## config.mk

```make
export PLATFORM = sky130hd
export DESIGN_NAME = sw_fsm_gen
export DESIGN_NICKNAME = d
export VERILOG_FILES = /design/src/rtl/sw_fsm_pkg.sv /design/src/rtl/sw_sync.sv /design/src/rtl/sw_fsm_gen.sv
export SDC_FILE = /design/constraint.sdc
export NUM_CORES = 1
export LEC_CHECK = 0
export CAP_MARGIN = 20
export CELL_PAD_IN_SITES_DETAIL_PLACEMENT = 2
export CELL_PAD_IN_SITES_GLOBAL_PLACEMENT = 2
export CORE_MARGIN = 2
export CORE_UTILIZATION = 30
export DETAILED_ROUTE_END_ITERATION = 8
export PLACE_DENSITY_LB_ADDON = 0.12
export SKIP_LAST_GASP = 1
export SYNTH_ARGS = -nofsm -noshare
export SYNTH_HDL_FRONTEND = slang
export SYNTH_SLANG_ARGS = --single-unit
export TNS_END_PERCENT = 5
```

## constraint.sdc

```tcl
create_clock -name KEY0 -period 1.9 [get_ports KEY0]
set_input_delay 0.19 -clock KEY0 [delete_from_list [all_inputs] [get_ports KEY0]]
set_output_delay 0.19 -clock KEY0 [all_outputs]
set_load 0.05 [all_outputs]
```

## src/rtl/sw_fsm_pkg.sv

```systemverilog
// Shared constants for the switch-driven state generator.
package sw_fsm_pkg;

    localparam int unsigned IDLE_ST    = 0;
    localparam int unsigned EDGE_LEVEL = 0;
    localparam int unsigned EDGE_RISE  = 1;

    // Width needed to encode IDLE plus one state per switch.
    function automatic int unsigned state_width(input int unsigned nsw);
        return (nsw < 2) ? 1 : $clog2(nsw + 1);
    endfunction

endpackage

```

## src/rtl/sw_sync.sv

```systemverilog
// Two-flop synchronizer for the switch bank, with a rising-edge detector on the synchronized level.
module sw_sync #(
    parameter int unsigned NSW = 5
) (
    input  logic           clk,
    input  logic           rst,
    input  logic [NSW-1:0] sw,
    output logic [NSW-1:0] level,
    output logic [NSW-1:0] rise_c
);

    logic [NSW-1:0] meta;
    logic [NSW-1:0] hist;

    // History clears on reset so a switch held through reset shows up as a rise.
    always_ff @(posedge clk) begin
        if (rst) begin
            meta  <= '0;
            level <= '0;
            hist  <= '0;
        end else begin
            meta  <= sw;
            level <= meta;
            hist  <= level;
        end
    end

    assign rise_c = level & ~hist;

endmodule

```

## src/rtl/sw_fsm_gen.sv

```systemverilog
// State generator: lowest-index switch request selects the state, idle timeout, dwell counter.
module sw_fsm_gen
    import sw_fsm_pkg::*;
#(
    parameter int unsigned NSW       = 5,
    parameter int unsigned ZW        = 2,
    parameter int unsigned TIMEOUT   = 8,
    parameter int unsigned EDGE_MODE = 0,
    localparam int unsigned SW_W     = state_width(NSW)
) (
    input  logic            KEY0,
    input  logic            KEY1,
    input  logic [NSW-1:0]  SW,
    output logic [SW_W-1:0] State,
    output logic [ZW-1:0]   Z,
    output logic            Chg
);

    localparam int unsigned TW = (TIMEOUT < 2) ? 1 : $clog2(TIMEOUT);

    logic [NSW-1:0]  lvl;
    logic [NSW-1:0]  rise_c;
    logic [NSW-1:0]  req_c;
    logic            req_any_c;
    logic [SW_W-1:0] req_tgt_c;

    logic [SW_W-1:0] state_q, state_d;
    logic [TW-1:0]   tcnt_q, tcnt_d;
    logic [ZW-1:0]   z_q, z_d;
    logic            chg_q, chg_d;

    sw_sync #(.NSW(NSW)) u_sync (
        .clk    (KEY0),
        .rst    (KEY1),
        .sw     (SW),
        .level  (lvl),
        .rise_c (rise_c)
    );

    // Request source selection and lowest-index priority encoder.
    always_comb begin
        req_c     = (EDGE_MODE == EDGE_LEVEL) ? lvl : rise_c;
        req_any_c = 1'b0;
        req_tgt_c = '0;
        for (int i = NSW - 1; i >= 0; i--) begin
            if (req_c[i]) begin
                req_any_c = 1'b1;
                req_tgt_c = SW_W'(i + 1);
            end
        end
    end

    always_ff @(posedge KEY0) begin
        if (KEY1) begin
            state_q <= SW_W'(IDLE_ST);
            tcnt_q  <= '0;
            z_q     <= '0;
            chg_q   <= 1'b0;
        end else begin
            state_q <= state_d;
            tcnt_q  <= tcnt_d;
            z_q     <= z_d;
            chg_q   <= chg_d;
        end
    end

    // Next state; a request always beats an expiring timeout.
    always_comb begin
        state_d = state_q;
        tcnt_d  = tcnt_q;
        z_d     = z_q;
        if (req_any_c) begin
            state_d = req_tgt_c;
            tcnt_d  = '0;
        end else if (state_q == SW_W'(IDLE_ST)) begin
            tcnt_d = '0;
        end else if (TIMEOUT != 0) begin
            if (tcnt_q == TW'(TIMEOUT - 1)) begin
                state_d = SW_W'(IDLE_ST);
                tcnt_d  = '0;
            end else begin
                tcnt_d = tcnt_q + TW'(1);
            end
        end
        chg_d = (state_d != state_q);
        if (chg_d) begin
            z_d = '0;
        end else if (z_q != '1) begin
            z_d = z_q + ZW'(1);
        end
    end

    assign State = state_q;
    assign Z     = z_q;
    assign Chg   = chg_q;

endmodule

```

## After elaboration in Yosys (flattened, before gate mapping)

Index checks and enable logic that the tools add are counted.

- Register bits after elaboration: 19
- Output and inout bits: 6

- Add/subtract/negate cells: 2
- Equality and inequality tests: 3
- Mux-type cells: 13
- Reduce and logical (&&, ||, !) cells: 3

Operator list:

| cell | count |
|---|---|
| two-way mux 3 bit | 8 |
| two-way mux 1 bit | 5 |
| OR reduction 4 bit | 1 |
| adder 3 x 1 -> 3 bit (second input constant) | 1 |
| equality test 3 bit (second input constant) | 1 |
| logical NOT 3 bit | 1 |
| != test 3 bit | 1 |
| adder 2 x 1 -> 2 bit (second input constant) | 1 |
| != test 2 bit (second input constant) | 1 |
| OR reduction 2 bit | 1 |

## Longest topological paths before layout

Gate-level depths: netlist of run 1.

- Depth in word-level cells: 8
- Mapped depth: 7
- Gate-level depth less buffers: 7

## Modules after synthesis

A second synthesis of run 1 with hierarchy kept.

- Cell total of the unflattened synthesis: 88
- Area, all modules: 943.4 µm²

By module, submodules not included:

| module | instances | cells each | area an instance (µm²) | sequential area each (µm²) |
|---|---|---|---|---|
| sw_fsm_gen | 1 | 52 | 479.2 | 180.2 |
| sw_sync | 1 | 36 | 464.2 | 300.3 |

## Worst setup path before layout of run 1

Ideal clock, no wire load.

- Kind: flip-flop to flip-flop
- From: reg tcnt_q[0]
- To: reg z_q[0], in the netlist Z[0]
- Data arrival time: 1,614 ps
- Required time: 1,827 ps
- Setup slack: 213 ps
- Cell stages (with the launch flop): 8
- Path buffers: 0
- Cells stage by stage: dfxtp_1 ha_1 ha_1 nor3_1 a31oi_1 o31a_1 a32oi_2 nor3b_2

- Word-level cells in the longest chain between the ends: 6

Ends and longest elaborated chain:

| item | RTL line | source |
|---|---|---|
| from (decl) | sw_fsm_gen.sv:28 | `logic [TW-1:0] tcnt_q, tcnt_d;` |
| from (signal assigned) | sw_fsm_gen.sv:61 | `tcnt_q <= tcnt_d;` |
| equality test 3 bit | sw_fsm_gen.sv:78 | `if (tcnt_q == TW'(TIMEOUT - 1)) begin` |
| two-way mux 3 bit | sw_fsm_gen.sv:78 |  |
| two-way mux 3 bit | sw_fsm_gen.sv:75 | `end else if (state_q == SW_W'(IDLE_ST)) begin` |
| two-way mux 3 bit | sw_fsm_gen.sv:72 | `if (req_any_c) begin` |
| != test 3 bit | sw_fsm_gen.sv:85 | `chg_d = (state_d != state_q);` |
| OR reduction 2 bit (no line) | - |  |
| to (signal assigned) | sw_fsm_gen.sv:62 | `z_q <= z_d;` |
| to (decl) | sw_fsm_gen.sv:29 | `logic [ZW-1:0] z_q, z_d;` |

No other way between the ends.
A chain may end at the register's enable or synchronous reset.

## Final worst setup path of run 1

- From: reg state_q[1], in the netlist State[1]
- To: out State[1]

RTL lines:

| item | RTL line | source |
|---|---|---|
| from (decl) | sw_fsm_gen.sv:27 | `logic [SW_W-1:0] state_q, state_d;` |
| from (signal assigned) | sw_fsm_gen.sv:55 | `state_q <= SW_W'(IDLE_ST);` |
| from (signal assigned) | sw_fsm_gen.sv:60 | `state_q <= state_d;` |
| to (decl) | sw_fsm_gen.sv:14 | `output logic [SW_W-1:0] State,` |

No word-level cell between the ends.

==> results of run 1 <==
[cell families after synthesis]
logic type | after synthesis
compound gates | 12
xor+xnor | 1
fa+ha+maj | 3
buf+inv | 5
flops | 19
mux | 2
simple gates | 31
[worst max path at each step]
stage                    end  slack (ps)
floorplan               Z[0]         210
global placement        Z[1]         210
detailed placement      Z[1]          40
CTS                     Z[1]          20
global route        State[1]           3
finish              State[1]          80
[per-layer routing]
layer  track usage (%)  vias to the layer above
met4              7.69                        0
met5                 0                        -
met1              18.2                      277
met3              3.33                        4
met2              22.4                       10
li1                  -                      277
[Yosys cell counts, drive strengths merged (2+ instances only)]
library cell	number	area share, %
dfxtp	19	51
nor3b	2	3.4
a21oi	3	2.0
or2	2	1.7
and2	2	1.7
mux2i	2	2.7
nor3	3	2.0
nor2b	14	12
nor2	4	2.0
inv	3	1.5
ha	3	5.1
o21ai	4	2.7
[stage by stage]
step | worst slack, ps | utilization, % | hold slack [ps] | instances
2_1_floorplan | 213 | - | 262 | 73
3_3_place_gp | 212 | 37.6 | 406 | 115
3_5_place_dp | 37.6 | 37.6 | 430 | 115
4_1_cts | 15.8 | 38.9 | 415 | 119
5_1_grt | 3.45 | 39.1 | 414 | 119
6_report | 79.2 | 39.1 | 433 | 119
[layout make-up]
type	count	area [sq um]	share of cell area [%]
repair buffers	14	135	14.3
inverters	3	11.3	1.20
flip-flops and latches	19	380	40.4
clock inverters	1	7.51	0.797
multi-input cells	49	348	36.9
clock buffers	3	22.5	2.39
well taps	30	37.5	3.98
[state kept, by name (all words and copies together) (netlist names)]
name and count:
tcnt_q 3, u_sync.level 5, Z 2, u_sync.meta 5, State 3, Chg 1
[power by group through the flow]
stage	clock (mW)	combinational, mW	sequential (mW)
finish	0.213	0.157	0.445
global route	0.250	0.172	0.449
global placement	0	0.155	0.451
detailed placement	0	0.159	0.453
floorplan	0	0.0636	0.488
CTS	0.227	0.160	0.445
==> results.sh, run 1 <==
export IMPL_status="finished clean"
export IMPL_cts_root_buf="clkbuf_4"
export IMPL_grt_antenna_before_repair=0
export IMPL_min_path_type="input pin to flip-flop"
export IMPL_r2r_end="Z[1]"
export IMPL_initial_core_util_pct=30.8
export IMPL_nets=100
export IMPL_post_cts_repair_setup_buffers=0
export IMPL_cp_required_ps=1710
export IMPL_synth_top_family_by_area="simple AND/OR/NAND/NOR gates"
export IMPL_layout_min_cycle_time_ps=1820
export IMPL_syn_avg_cell_area_sq_um=10.2
export IMPL_synth_mux_area_share_pct=2.69
export IMPL_dpl_instance_area_sq_um=907
export IMPL_dieWidth_microns=53.8
export IMPL_worstSetupPathType="flip-flop to output port"
export IMPL_ant_nets=0
export IMPL_leakagePower_nw=0.374
export IMPL_min_from="SW[1]"
export IMPL_cts_buffers=3
export IMPL_critPathBufInv=1
export IMPL_p_per_area_nw_per_um2=865
export IMPL_synth_xor_area_share_pct=1.18
export IMPL_grt_pass1_wl_microns=2860
export IMPL_grt_ovfl_total=0
export IMPL_regToRegSetupSlack_ps=120
export IMPL_vias=568
export IMPL_regToRegStartpoint="tcnt_q[0]"
export IMPL_cts_resized=0
export IMPL_dpl_hpwl_microns=1210
export IMPL_slew_viol_final=0
export IMPL_cp_max_fo=7
export IMPL_end_kind="output port"
export IMPL_crit_chain="clkdlybuf4s50_1"
export IMPL_min_delay_path_depth=2
export IMPL_crit_cells=1
export IMPL_routed_top_layer="met4"
export IMPL_drc_errors=0
export IMPL_final_cell_mix="dfxtp_1 (19), nor2b_1 (14), clkdlybuf4s50_1 (12)"
export IMPL_boundaryPins=13
export IMPL_final_setup_tns_ps=0
export IMPL_fillers=260
export IMPL_total_power_uw=815
export IMPL_hold_violations=0
export IMPL_fmax_mhz=549
export IMPL_synthArstFlopShare_pct=0
export IMPL_critPathLaunch="State[1]"
export IMPL_ys_flop_type="dfxtp_1"
export IMPL_tightest_slew_ps=497
export IMPL_die_area_sq_um=2890
export IMPL_drt_total_wl_microns=1650
export IMPL_reg2reg_depth=7
export IMPL_p_sw_share_pct=29.6
export IMPL_core_area_sq_um=2410
export IMPL_irDropWorstVdd_uv=343
export IMPL_combPwrFrac_pct=19.3
export IMPL_yosysWarnings=0
export IMPL_mostFrequentLayoutCell="dfxtp_1"
export IMPL_io_buffers=12
export IMPL_h_tree_depth=1
export IMPL_syn_num_nets=83
export IMPL_tritoncts="yes"
export IMPL_drtIter0Drc=0
export IMPL_grt_max_degree=16
export IMPL_final_setup_viol_count=0
export IMPL_synthAdderAreaFrac_pct=5.05
export IMPL_netSwitchingPower_uw=242
export IMPL_slowest_stage="clkdlybuf4s50_1"
export IMPL_cpLargestDelayFamily="buffers and inverters"
export IMPL_intPower_uw=574
export IMPL_cap_violations=0
export IMPL_antenna_cells=0
export IMPL_synth_compound_gate_area_share_pct=11.3
export IMPL_met3_length_microns=56
export IMPL_area_delta_synth_final_pct=26.8
export IMPL_max_stage_delay_ps=850
export IMPL_startpoint_type="flip-flop"
export IMPL_clockPowerShare_pct=26.1
export IMPL_dr_pass1_iters=1
export IMPL_grt_pass1_vias=584
export IMPL_gp_congestion=0.825
export IMPL_rsz0062_at_grt="no"
export IMPL_clockBufferDepth=2
export IMPL_wl_per_cell_microns=13.8
export IMPL_rows=18
export IMPL_ctsHoldBuffers=0
export IMPL_fp_dieH_microns=53.8
export IMPL_fin_worst_skew_ps=3.90
export IMPL_grt_use_total_pct=14.3
export IMPL_ys_ff_latch=19
export IMPL_clk_latency_ps=300
export IMPL_syn_inst=73
export IMPL_hold_end="u_sync.meta[1]"
export IMPL_routed_wl_met2_microns=777
export IMPL_synthesis_area_sq_um=743
export IMPL_synthSimpleGateAreaFrac_pct=25.9
export IMPL_synth_yosys_seq_area_share_pct=51.2
export IMPL_drive_above_1_share_pct=11.2
export IMPL_yosysUniqueCellTypes=24
export IMPL_viasPerCell=4.77
export IMPL_period_share_pct=95.8
export IMPL_seqPwrFrac_pct=54.5
export IMPL_postLayoutCellArea_sq_um=942
export IMPL_crit_arrival_ps=1630
export IMPL_wl_met1_microns=789
export IMPL_cts_sinks=19
export IMPL_synth_edf_count=0
export IMPL_path_clk_slew_ps=120
export IMPL_max_slew_margin_pct=66.7
(Power assumes the default switching activity.)
==> inputs of run 2 (changes only) <==
--- a/config.mk
+++ b/config.mk
@@ -8,10 +8,10 @@
 export CAP_MARGIN = 20
 export CELL_PAD_IN_SITES_DETAIL_PLACEMENT = 2
 export CELL_PAD_IN_SITES_GLOBAL_PLACEMENT = 2
-export CORE_MARGIN = 2
+export CORE_MARGIN = 3
 export CORE_UTILIZATION = 30
 export DETAILED_ROUTE_END_ITERATION = 8
-export PLACE_DENSITY_LB_ADDON = 0.12
+export PLACE_DENSITY = 0.82
 export SKIP_LAST_GASP = 1
 export SYNTH_ARGS = -nofsm -noshare
 export SYNTH_HDL_FRONTEND = slang
==> run 2 against run 1 <==
Against the previous run: utilization is 1.8 points higher; hold slack worse by 3.1 ps; register-to-register slack hardly changed; die area is 7.6% higher; count of clock-buffer cells in the layout stayed put; critical endpoint unchanged; largest power group unchanged.
==> results.sh, run 2 (synthesized netlist as in run 1, its figures left out) <==
export IMPL_io_buffers=12
export IMPL_fin_util_pct=40.8
export IMPL_drc_errors=0
export IMPL_grt_ovfl_total=0
export IMPL_dpl_hpwl_microns=1250
export IMPL_cap_violations=0
export IMPL_wl_per_cell_microns=14.3
export IMPL_status="finished clean"
export IMPL_fin_worst_skew_ps=4.23
export IMPL_grt_pass1_vias=639
export IMPL_reg2reg_depth=7
export IMPL_regToRegStartpoint="tcnt_q[0]"
export IMPL_regToRegSetupSlack_ps=130
export IMPL_final_cell_mix="dfxtp_1 (19), nor2b_1 (14), clkdlybuf4s50_1 (12)"
export IMPL_final_setup_tns_ps=0
export IMPL_worstSetupPathType="flip-flop to output port"
export IMPL_preCtsSetupSlack_ps=41.5
export IMPL_slowest_stage="clkdlybuf4s50_1"
export IMPL_ff_latch_area_sq_um=380
export IMPL_clk_latency_ps=300
export IMPL_fmax_mhz=559
export IMPL_worst_slack_ps=112
export IMPL_mostFrequentLayoutCell="dfxtp_1"
export IMPL_total_power_uw=801
export IMPL_nets=99
export IMPL_path_clk_slew_ps=100
export IMPL_final_setup_viol_count=0
export IMPL_multi_input_area_sq_um=348
export IMPL_boundaryPins=13
export IMPL_max_stage_delay_ps=850
export IMPL_min_delay_path_depth=1
export IMPL_cts_root_buf="clkbuf_4"
export IMPL_ant_nets=0
export IMPL_antenna_cells=0
export IMPL_initial_core_util_pct=32.7
export IMPL_grt_pass1_wl_microns=2880
export IMPL_viasPerCell=4.94
export IMPL_drt_total_wl_microns=1650
export IMPL_gp_congestion=0.872
export IMPL_startpoint_type="flip-flop"
export IMPL_reg_top3="u_sync.level: 5 flops, u_sync.meta: 5 flops"
export IMPL_min_from="tcnt_q[0]"
export IMPL_crit_arrival_ps=1600
export IMPL_cts_sinks=19
export IMPL_tightest_slew_ps=501
export IMPL_hold_end="tcnt_q[0]"
export IMPL_clockBufferDepth=2
export IMPL_layout_min_cycle_time_ps=1790
export IMPL_drtIter0Drc=12
export IMPL_crit_chain="clkdlybuf4s50_1"
export IMPL_slew_viol_final=0
export IMPL_fillers=245
export IMPL_grt_max_degree=16
export IMPL_rows=17
export IMPL_leakagePower_nw=0.373
export IMPL_h_tree_depth=1
export IMPL_cts_buffers=3
export IMPL_irDropWorstVdd_uv=534
export IMPL_p_per_area_nw_per_um2=862
export IMPL_postLayoutCellArea_sq_um=930
export IMPL_vias=573
export IMPL_critPathBufInv=1
export IMPL_max_slew_margin_pct=66.5
export IMPL_cpLargestDelayFamily="buffers and inverters"
export IMPL_area_delta_synth_final_pct=25.1
export IMPL_dr_pass1_iters=3
export IMPL_cp_max_fo=7
export IMPL_r2r_end="Z[0]"
export IMPL_dpl_instance_area_sq_um=897
export IMPL_core_area_sq_um=2280
export IMPL_fp_dieH_microns=55.8
export IMPL_hold_violations=0
export IMPL_grt_antenna_before_repair=0
export IMPL_period_share_pct=94.1
export IMPL_cp_required_ps=1710
export IMPL_drive_above_1_share_pct=10.2
export IMPL_grt_use_total_pct=12.2
export IMPL_min_path_type="flip-flop to flip-flop"
export IMPL_rsz0062_at_grt="no"
export IMPL_tritoncts="yes"
export IMPL_end_kind="output port"
export IMPL_die_area_sq_um=3110
export IMPL_dieWidth_microns=55.8
-- run 2: changes by cell type in the layout (fill, tap and decap cells not counted), sizes merged --
cell | previous run | this run
clkinv | 0 | 1
clkinvlp | 1 | 0
buf | 2 | 1
-- run 2: area by class of cell --
cell class                      count  area share (%)
Sequential cell                    19            40.9
Multi-Input combinational cell     49            37.4
Timing Repair Buffer               13            13.7
Tap cell                           28            3.77
Clock buffer                        3            2.42
Inverter                            3            1.21
Clock inverter                      1           0.538
-- run 2: worst max path at each step --
stage | cells past startpoint | from | to | slack, ps
4_1_cts | 7 | tcnt_q[0] | Z[0] | 20
3_3_place_gp | 7 | tcnt_q[0] | Z[1] | 160
5_1_grt | 7 | tcnt_q[0] | Z[0] | 1
2_1_floorplan | 7 | tcnt_q[0] | Z[0] | 210
3_5_place_dp | 7 | tcnt_q[0] | Z[1] | 40
6_report | 1 | State[1] | State[1] | 110
-- run 2: what timing repair did --
action	4_1_cts	5_1_grt
gates resized for setup	0	1
hold buffers	0	0
setup endpoints to repair	0	3
setup buffers	0	0
-- run 2: stage by stage --
stage,hold WS (ps),std cells
floorplan,262,73
global placement,407,112
detailed placement,420,112
CTS,424,116
global route,428,116
finish,430,116
-- run 2: report_power, final --
group | total (mW) | switching (mW) | internal (mW)
Sequential | 0.444 | 0.0217 | 0.422
Combinational | 0.156 | 0.0868 | 0.0696
Clock | 0.201 | 0.122 | 0.0785
Total | 0.801 | 0.231 | 0.570
-- run 2: per-layer routing --
metal | part of all wire, % | track usage [%] | wire length [microns] | vias up
li1 | - | - | - | 275
met1 | 45 | 13.9 | 751 | 280
met2 | 48 | 19.1 | 798 | 14
met3 | 3.7 | 3.94 | 61 | 4
met4 | 2.5 | 8.33 | 42 | 0
met5 | 0 | 0 | 0 | -
==> inputs of run 3 (changes only) <==
--- a/config.mk
+++ b/config.mk
@@ -5,12 +5,14 @@
 export SDC_FILE = /design/constraint.sdc
 export NUM_CORES = 1
 export LEC_CHECK = 0
+export ABC_CLOCK_PERIOD_IN_PS = 1900
 export CAP_MARGIN = 20
 export CELL_PAD_IN_SITES_DETAIL_PLACEMENT = 2
 export CELL_PAD_IN_SITES_GLOBAL_PLACEMENT = 2
 export CORE_MARGIN = 3
 export CORE_UTILIZATION = 30
 export DETAILED_ROUTE_END_ITERATION = 8
+export MAX_ROUTING_LAYER = met4
 export PLACE_DENSITY = 0.82
 export SKIP_LAST_GASP = 1
 export SYNTH_ARGS = -nofsm -noshare
==> constraint.sdc (replaced) <==
create_clock -name KEY0 -period 1.9 [get_ports KEY0]
set_input_delay 0.57 -clock KEY0 [delete_from_list [all_inputs] [get_ports KEY0]]
set_output_delay 0.57 -clock KEY0 [all_outputs]
set_load 0.05 [all_outputs]
==> run 3 against run 2 <==
Against the previous run: non-clock buffer count is the same; highest routed layer unchanged; final cell count is the same; power grew 2.9%; wire length grew 1.0%; combinational power grew 6%; critical endpoint is now Z[0]; count of clock-buffer cells in the layout is the same.
==> results.sh, run 3 (synthesized netlist as in run 1, its figures left out) <==
export IMPL_status="finished clean"
export IMPL_cts_buffers=3
export IMPL_grt_busiest_layer="met2"
export IMPL_drive_above_1_share_pct=17.0
export IMPL_fin_worst_skew_ps=14.6
export IMPL_drc_errors=0
export IMPL_clockBufferDepth=2
export IMPL_cpLargestDelayFamily="simple AND/OR/NAND/NOR gates"
export IMPL_grt_use_met2_pct=21.6
export IMPL_cts_sinks=19
export IMPL_cp_required_ps=2130
export IMPL_rsz0062_at_grt="no"
export IMPL_cap_violations=0
export IMPL_worst_slack_ps=158
export IMPL_fp_dieH_microns=55.8
export IMPL_preCtsSetupSlack_ps=15.9
export IMPL_tightest_slew_ps=354
export IMPL_critPathBufInv=0
export IMPL_layout_min_cycle_time_ps=1740
export IMPL_core_area_sq_um=2280
export IMPL_groute_layer_met1_usage_pct=14.3
export IMPL_clockPowerShare_pct=25.7
export IMPL_worstSetupPathType="flip-flop to flip-flop"
export IMPL_startpoint_type="flip-flop"
export IMPL_whs_ps=457
export IMPL_fmax_mhz=574
export IMPL_path_clk_slew_ps=120
export IMPL_crit_chain="or2_1 -> or4_1 -> o31a_1 -> a32oi_2 -> nor3b_2"
export IMPL_grt_pass1_wl_microns=2970
export IMPL_grt_ovfl_total=0
export IMPL_die_area_sq_um=3110
export IMPL_netSwitchingPower_uw=245
export IMPL_min_path_type="flip-flop to flip-flop"
export IMPL_nets=99
export IMPL_slew_viol_final=0
export IMPL_irDropWorstVdd_uv=503
export IMPL_slowest_stage="or4_1"
export IMPL_mostFrequentLayoutCell="dfxtp_1"
export IMPL_combPwrFrac_pct=20.0
export IMPL_post_cts_repair_setup_buffers=0
export IMPL_cts_root_buf="clkbuf_4"
export IMPL_boundaryPins=13
export IMPL_p_sw_share_pct=29.7
export IMPL_max_stage_delay_ps=480
export IMPL_grtUsageMet3_pct=2.78
export IMPL_hold_violations=0
export IMPL_final_setup_viol_count=0
export IMPL_grt_use_total_pct=12.7
export IMPL_gp_congestion=0.868
export IMPL_max_slew_margin_pct=76.2
export IMPL_rows=17
export IMPL_final_setup_tns_ps=0
export IMPL_grt_max_degree=16
export IMPL_clk_latency_ps=300
export IMPL_ctsHoldBuffers=0
export IMPL_total_power_uw=825
export IMPL_ant_nets=0
export IMPL_final_cell_mix="dfxtp_1 (19), nor2b_1 (14), clkdlybuf4s50_1 (6)"
export IMPL_tritoncts="yes"
export IMPL_dpl_hpwl_microns=1280
export IMPL_vias=549
export IMPL_antenna_cells=0
export IMPL_reg_top3="u_sync.level: 5 flops, u_sync.meta: 5 flops"
export IMPL_end_kind="flip-flop"
export IMPL_wl_per_cell_microns=14.4
export IMPL_crit_arrival_ps=1970
export IMPL_drtIter0Drc=2
export IMPL_io_buffers=12
export IMPL_dr_pass1_iters=2
export IMPL_p_per_area_nw_per_um2=858
export IMPL_grt_antenna_before_repair=0
export IMPL_area_delta_synth_final_pct=29.3
export IMPL_initial_core_util_pct=32.7
export IMPL_period_share_pct=91.7
export IMPL_h_tree_depth=1
export IMPL_grt_pass1_vias=626
export IMPL_leakagePower_nw=0.392
export IMPL_fillers=250
export IMPL_viasPerCell=4.73
export IMPL_drt_total_wl_microns=1670
export IMPL_intPower_uw=580
export IMPL_seqPwrFrac_pct=54.3
export IMPL_cp_max_fo=4
export IMPL_dieWidth_microns=55.8
==> run 3: cell types whose count changed in the layout (fill, tap and decap cells not counted), sizes merged <==
cell           change
buf                +6
clkinvlp           +1
clkinv             -1
clkdlybuf4s50      -6
==> run 3: power by group through the flow <==
stage	logic [mW]	clock network, mW	registers, mW
global placement	0.158	0	0.454
global route	0.178	0.236	0.452
detailed placement	0.164	0	0.456
finish	0.165	0.212	0.448
floorplan	0.0636	0	0.488
CTS	0.166	0.218	0.448
==> run 3: path summary, 6_finish.rpt <==
kind	start	end	slack, ps	cells past startpoint
worst max register to register	u_sync.level[3]	Z[0]	160	5
worst max-delay path	u_sync.level[3]	Z[0]	160	5
worst min register to register	u_sync.meta[3]	u_sync.level[3]	460	1
worst min-delay path	u_sync.meta[3]	u_sync.level[3]	460	1
==> run 3: worst register-to-register path, delay by kind of cell (launching register included) <==
family | cells | cell delay [ps]
AO/OA/AOI/OAI | 2 | 340
AND/OR/NAND/NOR | 3 | 950
flip-flops | 1 | 380
==> run 3: layout make-up <==
type,count,area [sq um],area share (%)
clock inverters,1,7.51,0.781
inverters,3,11.3,1.17
multi-input cells,49,354,36.8
repair buffers,13,150,15.6
well taps,28,35.0,3.65
flip-flops and latches,19,380,39.6
clock buffers,3,22.5,2.34
==> run 3: layer usage <==
layer / part of all wire (%) / vias to the layer above / wire length, microns
met5: 0 / - / 0
met4: 0.72 / 0 / 12
met1: 45 / 264 / 755
met3: 3.0 / 2 / 50
li1: - / 275 / -
met2: 51 / 8 / 852
==> run 3: timing repair <==
action / 4_1_cts / 5_1_grt
resized for setup: 1 / 1
pin swaps: 0 / 1
cloned: 0 / 0
setup endpoints to repair: 2 / 2
==> run 3: stage by stage <==
stage	instance area, sq um	std cells	util (%)
2_1_floorplan	743	73	-
3_3_place_gp	920	112	40.4
3_5_place_dp	920	112	40.4
4_1_cts	955	116	41.9
5_1_grt	961	116	42.2
6_report	961	116	42.2
